**src/rtl/rv32_pkg.sv**
```systemverilog
// Shared constants and the fetch entry layout for the RV32 fetch buffer.
// No logic; types only.
// Entry packs {code, pc} with code in the upper half.
package rv32_pkg;
   localparam int FB_XLEN = 32;
   localparam logic [FB_XLEN-1:0] RESET_PC_DEFAULT = 32'h0000_0000;
   localparam logic [FB_XLEN-1:0] PC_INCR          = 32'd4;

   typedef struct packed {
      logic [FB_XLEN-1:0] code;
      logic [FB_XLEN-1:0] pc;
   } fetch_entry_t;
endpackage

```
**src/rtl/rv32_sync_fifo.sv**
```systemverilog
// Synchronous FIFO with extra-MSB pointers and a synchronous clear.
// Latency: one cycle from write to visibility at rd_dat.
// Backpressure: write while full is accepted only with a same-cycle read; clear wins over both.
module rv32_sync_fifo #(
   parameter int WIDTH = 64,
   parameter int DEPTH = 4
) (
   input  logic                     clk,
   input  logic                     rst_n,
   input  logic                     clear,
   input  logic                     wr_en,
   input  logic [WIDTH-1:0]         wr_dat,
   input  logic                     rd_en,
   output logic [WIDTH-1:0]         rd_dat,
   output logic [$clog2(DEPTH):0]   level,
   output logic                     empty
);
   localparam int AW = $clog2(DEPTH);

   logic [WIDTH-1:0] mem [DEPTH];
   logic [AW:0]      wr_ptr;
   logic [AW:0]      rd_ptr;
   logic             full;
   logic             do_wr;
   logic             do_rd;

   assign empty = (wr_ptr == rd_ptr);
   assign full  = (wr_ptr[AW] != rd_ptr[AW]) && (wr_ptr[AW-1:0] == rd_ptr[AW-1:0]);
   assign do_rd = rd_en && !empty && !clear;
   assign do_wr = wr_en && (!full || do_rd) && !clear;
   assign level = wr_ptr - rd_ptr;
   assign rd_dat = mem[rd_ptr[AW-1:0]];

   always_ff @(posedge clk or negedge rst_n) begin
      if (!rst_n) begin
         wr_ptr <= '0;
         rd_ptr <= '0;
      end else if (clear) begin
         wr_ptr <= '0;
         rd_ptr <= '0;
      end else begin
         if (do_wr) wr_ptr <= wr_ptr + 1'b1;
         if (do_rd) rd_ptr <= rd_ptr + 1'b1;
      end
   end

   always_ff @(posedge clk) begin
      if (do_wr) mem[wr_ptr[AW-1:0]] <= wr_dat;
   end
endmodule

```
**src/rtl/rv32_fetch_buffer.sv**
```systemverilog
// Instruction fetch buffer: issues in-order fetches, pairs responses with PCs, queues them for decode.
// Latency: response to out_valid is 1 cycle; 0 cycles through the bypass when FETCH_BUF_BYPASS_EN is defined.
// Backpressure: out_ready low fills the FIFO; requests stop once level plus in-flight reaches DEPTH.
module rv32_fetch_buffer
   import rv32_pkg::*;
#(
   parameter int              XLEN      = FB_XLEN,
   parameter int              DEPTH     = 4,
   parameter int              MAX_OUTST = 2,
   parameter logic [XLEN-1:0] RESET_PC  = RESET_PC_DEFAULT
) (
   input  logic                     clk,
   input  logic                     rst_n,
   output logic [XLEN-1:0]          pc_fetch,
   output logic                     fetch_req,
   input  logic                     fetch_gnt,
   input  logic                     code_valid,
   input  logic [XLEN-1:0]          code_fetch,
   input  logic                     flush,
   input  logic [XLEN-1:0]          redirect_pc,
   input  logic                     halt,
   output logic                     out_valid,
   input  logic                     out_ready,
   output logic [XLEN-1:0]          code_out,
   output logic [XLEN-1:0]          pc_out,
   output logic [$clog2(DEPTH):0]   level
);
   localparam int AW  = $clog2(DEPTH);
   localparam int LW  = AW + 1;
   localparam int LW1 = LW + 1;

   logic [XLEN-1:0] pc_q;
   logic [XLEN-1:0] pcq [DEPTH];
   logic [AW-1:0]   pcq_wr;
   logic [AW-1:0]   pcq_rd;
   logic [LW-1:0]   live_cnt;
   logic [LW-1:0]   drop_cnt;
   logic [LW-1:0]   inflight;
   logic [LW:0]     room_sum;
   logic            run_q;
   logic            granted;
   logic            accept;
   logic            drop_hit;
   logic            resp_hit;
   logic            byp_take;
   logic            fifo_empty;
   fetch_entry_t    wr_ent;
   fetch_entry_t    rd_ent;

   // inflight counts every request still on the bus, including ones that will be dropped
   assign inflight = live_cnt + drop_cnt;
   assign room_sum = {1'b0, level} + {1'b0, inflight};
   assign fetch_req = run_q && !halt && !flush && (room_sum < LW1'(DEPTH)) && (inflight < LW'(MAX_OUTST));
   assign granted  = fetch_req && fetch_gnt;
   assign accept   = code_valid && !flush && (drop_cnt == '0) && (live_cnt != '0);
   assign drop_hit = code_valid && (drop_cnt != '0);
   assign resp_hit = code_valid && (inflight != '0);
   assign pc_fetch = pc_q;

`ifdef FETCH_BUF_BYPASS_EN
   assign byp_take = accept && fifo_empty && out_ready;
`else
   assign byp_take = 1'b0;
`endif

   assign wr_ent.code = code_fetch;
   assign wr_ent.pc   = pcq[pcq_rd];

   rv32_sync_fifo #(
      .WIDTH ($bits(fetch_entry_t)),
      .DEPTH (DEPTH)
   ) u_fifo (
      .clk    (clk),
      .rst_n  (rst_n),
      .clear  (flush),
      .wr_en  (accept && !byp_take),
      .wr_dat (wr_ent),
      .rd_en  (out_ready),
      .rd_dat (rd_ent),
      .level  (level),
      .empty  (fifo_empty)
   );

   assign out_valid = !fifo_empty || byp_take;
   assign code_out  = byp_take ? code_fetch : (fifo_empty ? '0 : rd_ent.code);
   assign pc_out    = byp_take ? wr_ent.pc  : (fifo_empty ? '0 : rd_ent.pc);

   always_ff @(posedge clk or negedge rst_n) begin
      if (!rst_n) begin
         run_q    <= 1'b0;
         pc_q     <= RESET_PC;
         pcq_wr   <= '0;
         pcq_rd   <= '0;
         live_cnt <= '0;
         drop_cnt <= '0;
      end else begin
         run_q <= 1'b1;
         if (flush) begin
            // anything still on the bus belongs to the old stream
            pc_q     <= redirect_pc;
            pcq_wr   <= '0;
            pcq_rd   <= '0;
            live_cnt <= '0;
            drop_cnt <= inflight - {{(LW-1){1'b0}}, resp_hit};
         end else begin
            if (granted) begin
               pc_q   <= pc_q + PC_INCR;
               pcq_wr <= pcq_wr + 1'b1;
            end
            if (accept) pcq_rd <= pcq_rd + 1'b1;
            live_cnt <= live_cnt + {{(LW-1){1'b0}}, granted} - {{(LW-1){1'b0}}, accept};
            if (drop_hit) drop_cnt <= drop_cnt - 1'b1;
         end
      end
   end

   always_ff @(posedge clk) begin
      if (granted) pcq[pcq_wr] <= pc_q;
   end
endmodule

```
**config.mk**
```make
export PLATFORM = sky130hd
export DESIGN_NAME = rv32_fetch_buffer
export DESIGN_NICKNAME = d
export VERILOG_FILES = /design/src/rtl/rv32_pkg.sv /design/src/rtl/rv32_sync_fifo.sv /design/src/rtl/rv32_fetch_buffer.sv
export SDC_FILE = /design/constraint.sdc
export NUM_CORES = 1
export LEC_CHECK = 0
export CORE_ASPECT_RATIO = 1.2
export CORE_MARGIN = 2
export CORE_UTILIZATION = 50
export DETAILED_ROUTE_END_ITERATION = 7
export GPL_TIMING_DRIVEN = 0
export HOLD_SLACK_MARGIN = 0.08
export PLACE_DENSITY = 0.74
export SYNTH_ARGS = -nofsm -noshare
export SYNTH_HDL_FRONTEND = slang
export SYNTH_SLANG_ARGS = --single-unit
```
**constraint.sdc**
```tcl
create_clock -name clk -period 4.85 [get_ports clk]
set_input_delay 0.7275 -clock clk [delete_from_list [all_inputs] [get_ports clk]]
set_output_delay 0.7275 -clock clk [all_outputs]
set_load 0.01 [all_outputs]
```
==> impl.org, run 1 <==
** Pwr
- Maximum resistive drop on vdd :: 219.6 uV
- The completed layout was analyzed and its total power is 7.847 mW.
- Power per Cell Area :: 370.9 nW/um^2
- Leakage dissipation :: 6.926 nW

** Route
- Detail-routed via count per cell :: 5.687
- The first routing iteration left 693 violations.
- # DRC :: 0
- Routed WL per cell :: approximately 22 um
- Total detailed-routing wirelength :: ~35000 um
- The final route contains ~9000 vias.
- The detail route stage leaves a number of antenna-violating nets equal to 0.
- The first detailed-routing pass ran for 5 iterations.

** STA
- The final critical path takes up approximately 94% of the cycle.
- Subtracting the final worst setup slack from the clock period gives 4.562 ns.
- The worst pin sits at a relative slew slack of 39.44%.
- Setup repair after global routing left no endpoint under its margin.
- Final-report setup violation count :: 0
- Worst Slack Setup Final :: 0.2885 ns
- Final Hold Violating Endpoints :: 0
- Sum of negative setup slack :: 0 ns
- Worst slew pin tran :: between 0.9 and 1 ns
- Clock skew after layout :: between 0.015 and 0.02 ns
- The number of slew-limit violations in the final report came to 0.
- Based on the critical path, the design can be clocked at up to 219.2 MHz.

** Yosys
- Area of the mapped netlist :: 17430 um^2
- Number of different library cells in the post-synthesis netlist :: 60
- Fraction of synthesis flops using an asynchronous set or reset pin :: 11.32%
- Flip-flop and latch count after synthesis :: 433
- Summing the areas of all compound-gate instances in the mapped netlist gives 3.152% of the synthesized area.
- Synth Instances :: 920
- Dominant register cell in the synthesized netlist :: sky130_fd_sc_hd__edfxtp_1
- Sequential cells were found to cover 73.20% of the synthesized design area.
- When the netlist entered floorplanning its net count stood at 1015.
- EDFF count, synth :: between 300 and 400
- Simple-gate share of the synthesized area :: 6.691%
- Area share of xor/xnor cells in the synthesized design :: less than 1%
- Largest family of logic cells by synthesized area :: multiplexers
- Dividing the synthesized area by the synthesized cell count gives 18.94 um^2.
- Yosys synthesis warning count :: 0
- Adder-cell share of the synthesized area :: 1.852%
- In the synthesized netlist, mux cells make up 12.65% of the area.

** Setup path
- STA puts the critical path data required time at 5.24 ns.
- The worst setup path is of the reg2reg kind.
- For the worst flop-to-flop path, the logic depth is 17.
- The critical path starts at u_fifo.rd_ptr[1].
- Following the worst setup path forward leads to its endpoint at live_cnt[2].
- Crit. End Element :: flop
- CP max FO :: 19
- Origin of the critical flop-to-flop path :: u_fifo.rd_ptr[1]
- Capturing point of the worst reg2reg path :: live_cnt[2]
- The worst setup path is launched from a flop.
- Across all register-to-register paths, the minimum setup slack is 0.29 ns.
- Critical path data arrival time :: 4.95 ns

** Finish
- Fraction of final layout cells with drive strength greater than 1 :: 16.60%
- 0 antenna diodes ended up in the layout.
- Area added between synthesis and finish :: 21.39%
- Leaving out fill and tap cells, the most frequent cells in the layout are sky130_fd_sc_hd__edfxtp_1 (384), sky130_fd_sc_hd__clkdlybuf4s50_1 (169), sky130_fd_sc_hd__mux4_2 (96), sky130_fd_sc_hd__and2_1 (66), sky130_fd_sc_hd__dfrtp_1 (49).
- Leaving out fill and tap cells, the most frequent cell in the layout is sky130_fd_sc_hd__edfxtp_1.
- Fin util :: 61.92%
- In the final design database the tool counted 1233 nets.

** Floorplanning
- Once the floorplan was initialized, standard cells occupied 51.01% of the core.
- Placement Rows :: 74
- Die X-Extent :: 174.4 um
- In this run the vertical extent of the chip is ~210 um.
- During I/O placement, the number of pins put on the boundary was ~170.
- The floorplan step defined a die boundary enclosing roughly 36000 um^2.
- Floorplan Core Area :: 34170 um^2

** Global routing
- Met2 layer usage reported by global route :: 33.74%
- Global routing used a little over a quarter of the available met1 tracks.
- First-pass GRT wire length :: 54980 um
- Maximum number of pins on one net before global-route repair :: 37
- Via count of the first global-routing pass :: 9510
- Global routing consumed, over all layers together, about a fifth of the routing resources.
- Global routing consumed, on the met3 layer, under 10% of the routing resources.
- Overall overflow remaining after global route :: 0
- Initial antenna violation count :: 0
- met2 is the most crowded layer.

** Min path
- The path class of the tightest hold or removal check is in2async.

** Clocking
- Skew-Pair Late Insertion Delay :: 0.53 ns
- The cell sitting at the root of the clock tree is a sky130_fd_sc_hd__clkbuf_16.
- Number of clock sinks :: 433
- Clock Pin Slew Worst Setup and Hold Paths :: 0.06 ns
- Buffers inserted to repair hold after CTS numbered 0.
- Setup repair bufs after CTS :: 0
- TritonCTS clock tree :: built
- No sink is reached through more buffers than the 3 on the longest clock path.
- # H-tree levels :: 2
- In this run, CTS created clock tree buffers numbering 42.

** Placed design
- Routability-driven placement finished with a final weighted congestion of 0.8936.
- Dpl ws :: -0.5367 ns
- Once detailed placement completed, the half-perimeter wirelength came to 22810 um.
- Buffers on Ports :: 170

** Run status
- The run finished with clean final reports.

** Job
- The tool flagged a number of max-cap violations equal to 0.
==> cells by family (layout without fill, tap and decap cells) <==
family | after synthesis | after routing
XOR/XNOR | 14 | 14
AO/OA/AOI/OAI | 73 | 73
other | 1 | 1
adder cells (fa/ha/maj) | 24 | 24
flip-flops | 433 | 433
multiplexers | 100 | 100
buffers and inverters | 69 | 318
AND/OR/NAND/NOR | 206 | 206
==> per-layer routing <==
metal | routed length (um) | part of all wire, % | up-vias
li1 | - | - | 4113
met1 | 14760 | 42 | 4784
met2 | 18230 | 51 | 293
met3 | 1725 | 4.9 | 51
met4 | 768 | 2.2 | 0
met5 | 0 | 0 | -
==> per-stage QoR <==
step                hold slack (ns)  instance area, um^2  cells
global route                 0.2229                21160   1625
finish                       0.1861                21160   1625
CTS                          0.1848                21160   1625
floorplan                    0.4319                17430    920
detailed placement           0.5457                19810   1551
global placement             0.5398                19700   1546
==> worst min path at each step <==
| stage | start | end | slack (ns) | cells past startpoint |
|---|---|---|---|---|
| 6_report | rst_n | pc_fetch[3] | 0.19 | 1 |
| 5_1_grt | rst_n | pc_fetch[3] | 0.22 | 1 |
| 4_1_cts | rst_n | pc_fetch[0] | 0.18 | 1 |
| 3_5_place_dp | u_fifo.rd_ptr[2] | u_fifo.rd_ptr[2] | 0.55 | 2 |
| 3_3_place_gp | pcq_wr[0] | pcq_wr[0] | 0.54 | 1 |
| 2_1_floorplan | rst_n | drop_cnt[0] | 0.43 | 0 |
==> sequential cells by signal, indices dropped and copies added, names as in the netlist <==
| name | flops |
|---|---|
| u_fifo.mem | 256 |
| pcq | 128 |
| pc_fetch | 32 |
| drop_cnt | 3 |
| live_cnt | 3 |
| u_fifo.rd_ptr | 3 |
| u_fifo.wr_ptr | 3 |
| pcq_rd | 2 |
| pcq_wr | 2 |
| run_q | 1 |
==> what timing repair did <==
item                       CTS  global route
cloned                       0             0
setup endpoints to repair  196             1
resized for setup            3             1
==> Yosys cell counts (2+ instances only) <==
| cell type | n | area [um^2] |
|---|---|---|
| sky130_fd_sc_hd__edfxtp_1 | 384 | 11530 |
| sky130_fd_sc_hd__mux4_2 | 96 | 2162 |
| sky130_fd_sc_hd__and2_1 | 74 | 462.9 |
| sky130_fd_sc_hd__dfrtp_1 | 49 | 1226 |
| sky130_fd_sc_hd__nand2_1 | 43 | 161.4 |
| sky130_fd_sc_hd__clkbuf_1 | 23 | 86.33 |
| sky130_fd_sc_hd__inv_1 | 23 | 86.33 |
| sky130_fd_sc_hd__ha_1 | 21 | 262.8 |
| sky130_fd_sc_hd__nand3_1 | 19 | 95.09 |
| sky130_fd_sc_hd__nor2_1 | 17 | 63.81 |
| sky130_fd_sc_hd__o21ai_1 | 13 | 65.06 |
| sky130_fd_sc_hd__a221o_1 | 12 | 120.1 |
| sky130_fd_sc_hd__nor3_1 | 12 | 60.06 |
| sky130_fd_sc_hd__buf_2 | 11 | 55.05 |
| sky130_fd_sc_hd__o211ai_1 | 10 | 75.07 |
| sky130_fd_sc_hd__a21o_1 | 8 | 60.06 |
| sky130_fd_sc_hd__xor2_1 | 8 | 70.07 |
| sky130_fd_sc_hd__buf_1 | 7 | 26.28 |
| sky130_fd_sc_hd__nor4_1 | 6 | 37.54 |
| sky130_fd_sc_hd__nand4_1 | 5 | 31.28 |
| sky130_fd_sc_hd__o21ai_0 | 5 | 25.02 |
| sky130_fd_sc_hd__xnor2_1 | 5 | 43.79 |
| sky130_fd_sc_hd__a211oi_1 | 4 | 30.03 |
| sky130_fd_sc_hd__and3_1 | 4 | 25.02 |
| sky130_fd_sc_hd__o311ai_1 | 4 | 35.03 |
| sky130_fd_sc_hd__o31ai_1 | 4 | 30.03 |
| sky130_fd_sc_hd__or4_1 | 4 | 30.03 |
| sky130_fd_sc_hd__a21oi_1 | 3 | 15.01 |
| sky130_fd_sc_hd__and4_1 | 3 | 26.28 |
| sky130_fd_sc_hd__fa_1 | 3 | 60.06 |
| sky130_fd_sc_hd__nand2b_1 | 3 | 18.77 |
| sky130_fd_sc_hd__a311o_1 | 2 | 20.02 |
| sky130_fd_sc_hd__buf_4 | 2 | 15.01 |
| sky130_fd_sc_hd__mux2_2 | 2 | 22.52 |
| sky130_fd_sc_hd__mux2i_1 | 2 | 20.02 |
| sky130_fd_sc_hd__nor2b_1 | 2 | 12.51 |
| sky130_fd_sc_hd__nor3b_1 | 2 | 15.01 |
| sky130_fd_sc_hd__o21a_1 | 2 | 15.01 |
| sky130_fd_sc_hd__or3_1 | 2 | 12.51 |
==> area by class of cell <==
class / count / area, um^2
inverter: 25 / 93.84
tap: 456 / 570.5
multi-input combinational: 418 / 4398
buffer: 43 / 195.2
clock buffer: 61 / 1196
sequential: 433 / 12760
fill: 2423 / 13010
timing repair buffer: 175 / 1797
clock inverter: 14 / 147.6
==> power breakdown <==
part	leakage [nW]	internal (mW)	switching (mW)	total, mW
clock network	0.646	1.87	1.29	3.16
registers	4.07	4.12	0.0954	4.21
logic	2.21	0.236	0.233	0.469
total	6.93	6.23	1.62	7.85
==> critical path, stage by stage, from the launching register on <==
cell and delay (ns):
sky130_fd_sc_hd__dfrtp_1 0.47, sky130_fd_sc_hd__buf_4 0.35, sky130_fd_sc_hd__inv_1 0.13, sky130_fd_sc_hd__fa_1 0.44
sky130_fd_sc_hd__xnor2_1 0.16, sky130_fd_sc_hd__ha_1 0.22, sky130_fd_sc_hd__nor4b_2 0.29, sky130_fd_sc_hd__o2111ai_2 0.42
sky130_fd_sc_hd__nor2_4 0.24, sky130_fd_sc_hd__inv_2 0.13, sky130_fd_sc_hd__clkbuf_1 0.32, sky130_fd_sc_hd__ha_1 0.37
sky130_fd_sc_hd__inv_1 0.06, sky130_fd_sc_hd__ha_1 0.14, sky130_fd_sc_hd__inv_1 0.06, sky130_fd_sc_hd__fa_1 0.37
sky130_fd_sc_hd__xnor2_1 0.16, sky130_fd_sc_hd__nor2_1 0.06
No activity file was read; power rests on OpenSTA's default activity.
==> inputs of run 2 (changes only) <==
Settings changed: RECOVER_POWER from default to 25, SKIP_CTS_REPAIR_TIMING from default to 1.
==> run 2 against run 1 <==
Net effect:
- the flow now finishes with violations (max-capacitance violations, max-slew violations)
- clock skew up 0.00051 ns
- first-iteration DRC count down 1.9%
- count of clock-buffer cells in the layout unchanged
- worst setup slack worse by 0.0028 ns
- via count about the same
- cell area about the same
- sequential power about the same
- non-clock buffer count unchanged
- combinational power down 1%
- worst hold slack better by 0.27 ns
- maximum frequency about the same
- global-route usage about the same
==> impl.org, run 2 (synthesis results as in run 1) <==
** Run status
- Status :: finished, violations left
- The checks that failed: max-capacitance violations, max-slew violations.

** Floorplanning
- The number of top-level pins came to 172 (unchanged).
- The starting density of the core came to 51.01% (unchanged).
- The core footprint is 34170 um^2 (unchanged).
- The horizontal die dimension was 174.4 um (unchanged).
- Placement Rows :: 74 (unchanged)
- Die Ht :: 208.5 um (unchanged)
- DIE AREA :: 36370 um^2 (unchanged)

** Route
- Detail-routed via count per cell :: 5.686 (about the same)
- # DRC :: 0 (unchanged)
- Total detailed-routing wirelength :: 35480 um (about the same)
- The number of antenna-violating nets in the routed design came to 0 (unchanged).
- Routed WL per cell :: 21.84 um (about the same)
- The total iterations of the first detailed-routing run came to 5 (unchanged).
- The violation count after the first detailed-routing iteration is 680 (-1.9%).
- The routed via count was 9239 (-0.022%).

** Finish
- The library cell used most frequently in the layout, excluding fill and tap cells, is sky130_fd_sc_hd__edfxtp_1.
- The final antenna diode count came to 0 (unchanged).
- In the layout the commonest cells are sky130_fd_sc_hd__edfxtp_1 (384), sky130_fd_sc_hd__clkdlybuf4s50_1 (152), sky130_fd_sc_hd__mux4_2 (96), sky130_fd_sc_hd__and2_1 (66), sky130_fd_sc_hd__dfrtp_1 (49).
- The flip-flop count of the largest register after layout was 256 (unchanged).
- Post-route non-filler standard cell count :: 1625 (unchanged)
- The proportion of layout cells with a drive suffix above 1 came to 16.42% (-0.17 points).
- The area growth from synthesis to final layout came to 21.29% (about the same).
- Post-layout net count :: 1233 (unchanged)

** STA
- The headroom to the max-slew limit is -3.573% (-43 points).
- Worst slew pin tran :: 1.554 ns (+0.6512 ns)
- The number of hold-slack violations in the final timing report is 0 (unchanged).
- Shortest clock period the worst path allows after layout :: 4.564 ns (+0.002787 ns)
- The share of the cycle needed by the critical path after routing is 94.11% (about the same).
- Final number of max-transition violations :: 28 (+28)
- The worst hold slack across all endpoints was 0.4598 ns (+0.2737 ns).
- Clock skew after layout :: 0.01642 ns (+0.0005062 ns)
- Setup repair after global routing missed its margin :: no
- The number of setup violations in the final report came to 0 (unchanged).
- Fmax :: 219.1 MHz (about the same)

** Pwr
- The total power draw came to 7.844 mW (about the same).
- The maximum vdd drop is 220.0 uV (+0.20%).
- The power per cell area was 371.1 nW/um^2 (about the same).
- The standby leakage power is 6.919 nW (about the same).

** Global routing
- Overall overflow remaining after global route :: 0 (unchanged)
- The maximum number of pins on one net before global-route repair was 37 (unchanged).
- The initial antenna violation count was 0 (unchanged).
- The wire length of the first global-routing pass came to 55000 um (about the same).
- The global-route total usage across every layer was 19.79% (about the same).
- The number of global-route vias before repair is 9513 (+0.032%).

** Placed design
- The routability congestion estimate from global placement was 0.8936 (unchanged).
- Buffers on Ports :: 170 (unchanged)
- The detailed-placement wirelength estimate was 22810 um (unchanged).
- The instance count after placement with tap cells included is 1551 (unchanged).

** Clocking
- Number of clock sinks :: 433 (unchanged)
- The number of buffers on the longest clock path was 3 (unchanged).
- TritonCTS built the clock tree.
- The clock transition at the registers of the reported paths is 0.06 ns (about the same).
- Clock tree synthesis selected as its root buffer the cell sky130_fd_sc_hd__clkbuf_16.
- Skew-Pair Late Insertion Delay :: 0.53 ns (about the same)
- The total number of H-tree levels was 2 (unchanged).
- The number of buffers inserted during clock tree synthesis is 42 (unchanged).

** Setup path
- Worst setup slack for register-to-register paths :: 0.29 ns (about the same)
- CP max FO :: 19 (unchanged)
- The worst register-to-register path ends at live_cnt[2].
- STA classifies the critical path startpoint as a flop.
- STA classifies the critical path endpoint as a flop.
- Critical setup path kind :: reg2reg
- Worst EP required :: 5.24 ns (about the same)
- Origin of the critical flop-to-flop path :: u_fifo.rd_ptr[1]
- The number of cell instances on the worst register-to-register path is 17 (unchanged).
- Critical path data arrival time :: 4.95 ns (about the same)

** Min path
- In this run the worst hold path is classified as in2async.

** Job
- The number of maximum-capacitance constraint violations is 1 (+1).
[run 2: cell count changes in the layout (fill, tap and decap cells not counted), sizes merged]
cell,before,now
dlygate4sd3,0,17
buf,27,25
clkbuf,83,85
clkdlybuf4s50,169,152
[run 2: cell type report]
| type | count | area (um^2) |
|---|---|---|
| fillers | 2426 | 13030 |
| flip-flops and latches | 433 | 12760 |
| multi-input cells | 418 | 4398 |
| repair buffers | 175 | 1779 |
| clock buffers | 61 | 1196 |
| well taps | 456 | 570.5 |
| plain buffers | 43 | 195.2 |
| clock inverters | 14 | 147.6 |
| inverters | 25 | 93.84 |
[run 2: worst max path at each step]
stage                           startpoint                to  slack, ns  depth (start not counted)
after CTS                 u_fifo.rd_ptr[1]         pc_out[1]      -0.96                         10
after detailed placement  u_fifo.rd_ptr[1]       live_cnt[2]      -0.54                         18
after global routing      u_fifo.rd_ptr[1]       live_cnt[2]       0.02                         17
after floorplan           u_fifo.rd_ptr[1]         pcq[0][0]       0.55                         12
final                     u_fifo.rd_ptr[1]       live_cnt[2]       0.29                         17
after global placement    u_fifo.rd_ptr[1]  u_fifo.mem[3][6]      -1.39                          7
[run 2: metrics by stage]
step / worst slack (ns) / TNS, ns / util (%) / instance area [um^2]
2_1_floorplan: 0.5484 / 0 / - / 17430
3_3_place_gp: -1.393 / -487.99 / 57.66 / 19700
3_5_place_dp: -0.5367 / -66.50 / 57.98 / 19810
4_1_cts: -0.9603 / -85.53 / 61.92 / 21150
5_1_grt: 0.01542 / 0 / 61.87 / 21140
6_report: 0.2857 / 0 / 61.87 / 21140
[run 2: critical path, cell delays in order (launching register included)]
cell and delay (ns):
sky130_fd_sc_hd__dfrtp_1 0.46, sky130_fd_sc_hd__buf_4 0.35, sky130_fd_sc_hd__inv_1 0.13, sky130_fd_sc_hd__fa_1 0.44
sky130_fd_sc_hd__xnor2_1 0.16, sky130_fd_sc_hd__ha_1 0.22, sky130_fd_sc_hd__nor4b_2 0.29, sky130_fd_sc_hd__o2111ai_2 0.42
sky130_fd_sc_hd__nor2_4 0.24, sky130_fd_sc_hd__inv_2 0.13, sky130_fd_sc_hd__clkbuf_1 0.32, sky130_fd_sc_hd__ha_1 0.37
sky130_fd_sc_hd__inv_1 0.06, sky130_fd_sc_hd__ha_1 0.14, sky130_fd_sc_hd__inv_1 0.06, sky130_fd_sc_hd__fa_1 0.37
sky130_fd_sc_hd__xnor2_1 0.16, sky130_fd_sc_hd__nor2_1 0.06
[run 2: report_power, final]
| part | total [mW] | leakage [nW] | internal [mW] | switching (mW) |
|---|---|---|---|---|
| logic | 0.464 | 2.20 | 0.232 | 0.233 |
| clock network | 3.16 | 0.646 | 1.87 | 1.29 |
| registers | 4.21 | 4.07 | 4.12 | 0.0957 |
[run 2: routing by layer]
| metal | global-route usage (%) | part of all wire (%) |
|---|---|---|
| met1 | 26.49 | 41 |
| met2 | 33.69 | 51 |
| met5 | 0 | 0 |
| met3 | 3.015 | 5.4 |
| met4 | 6.172 | 2.2 |
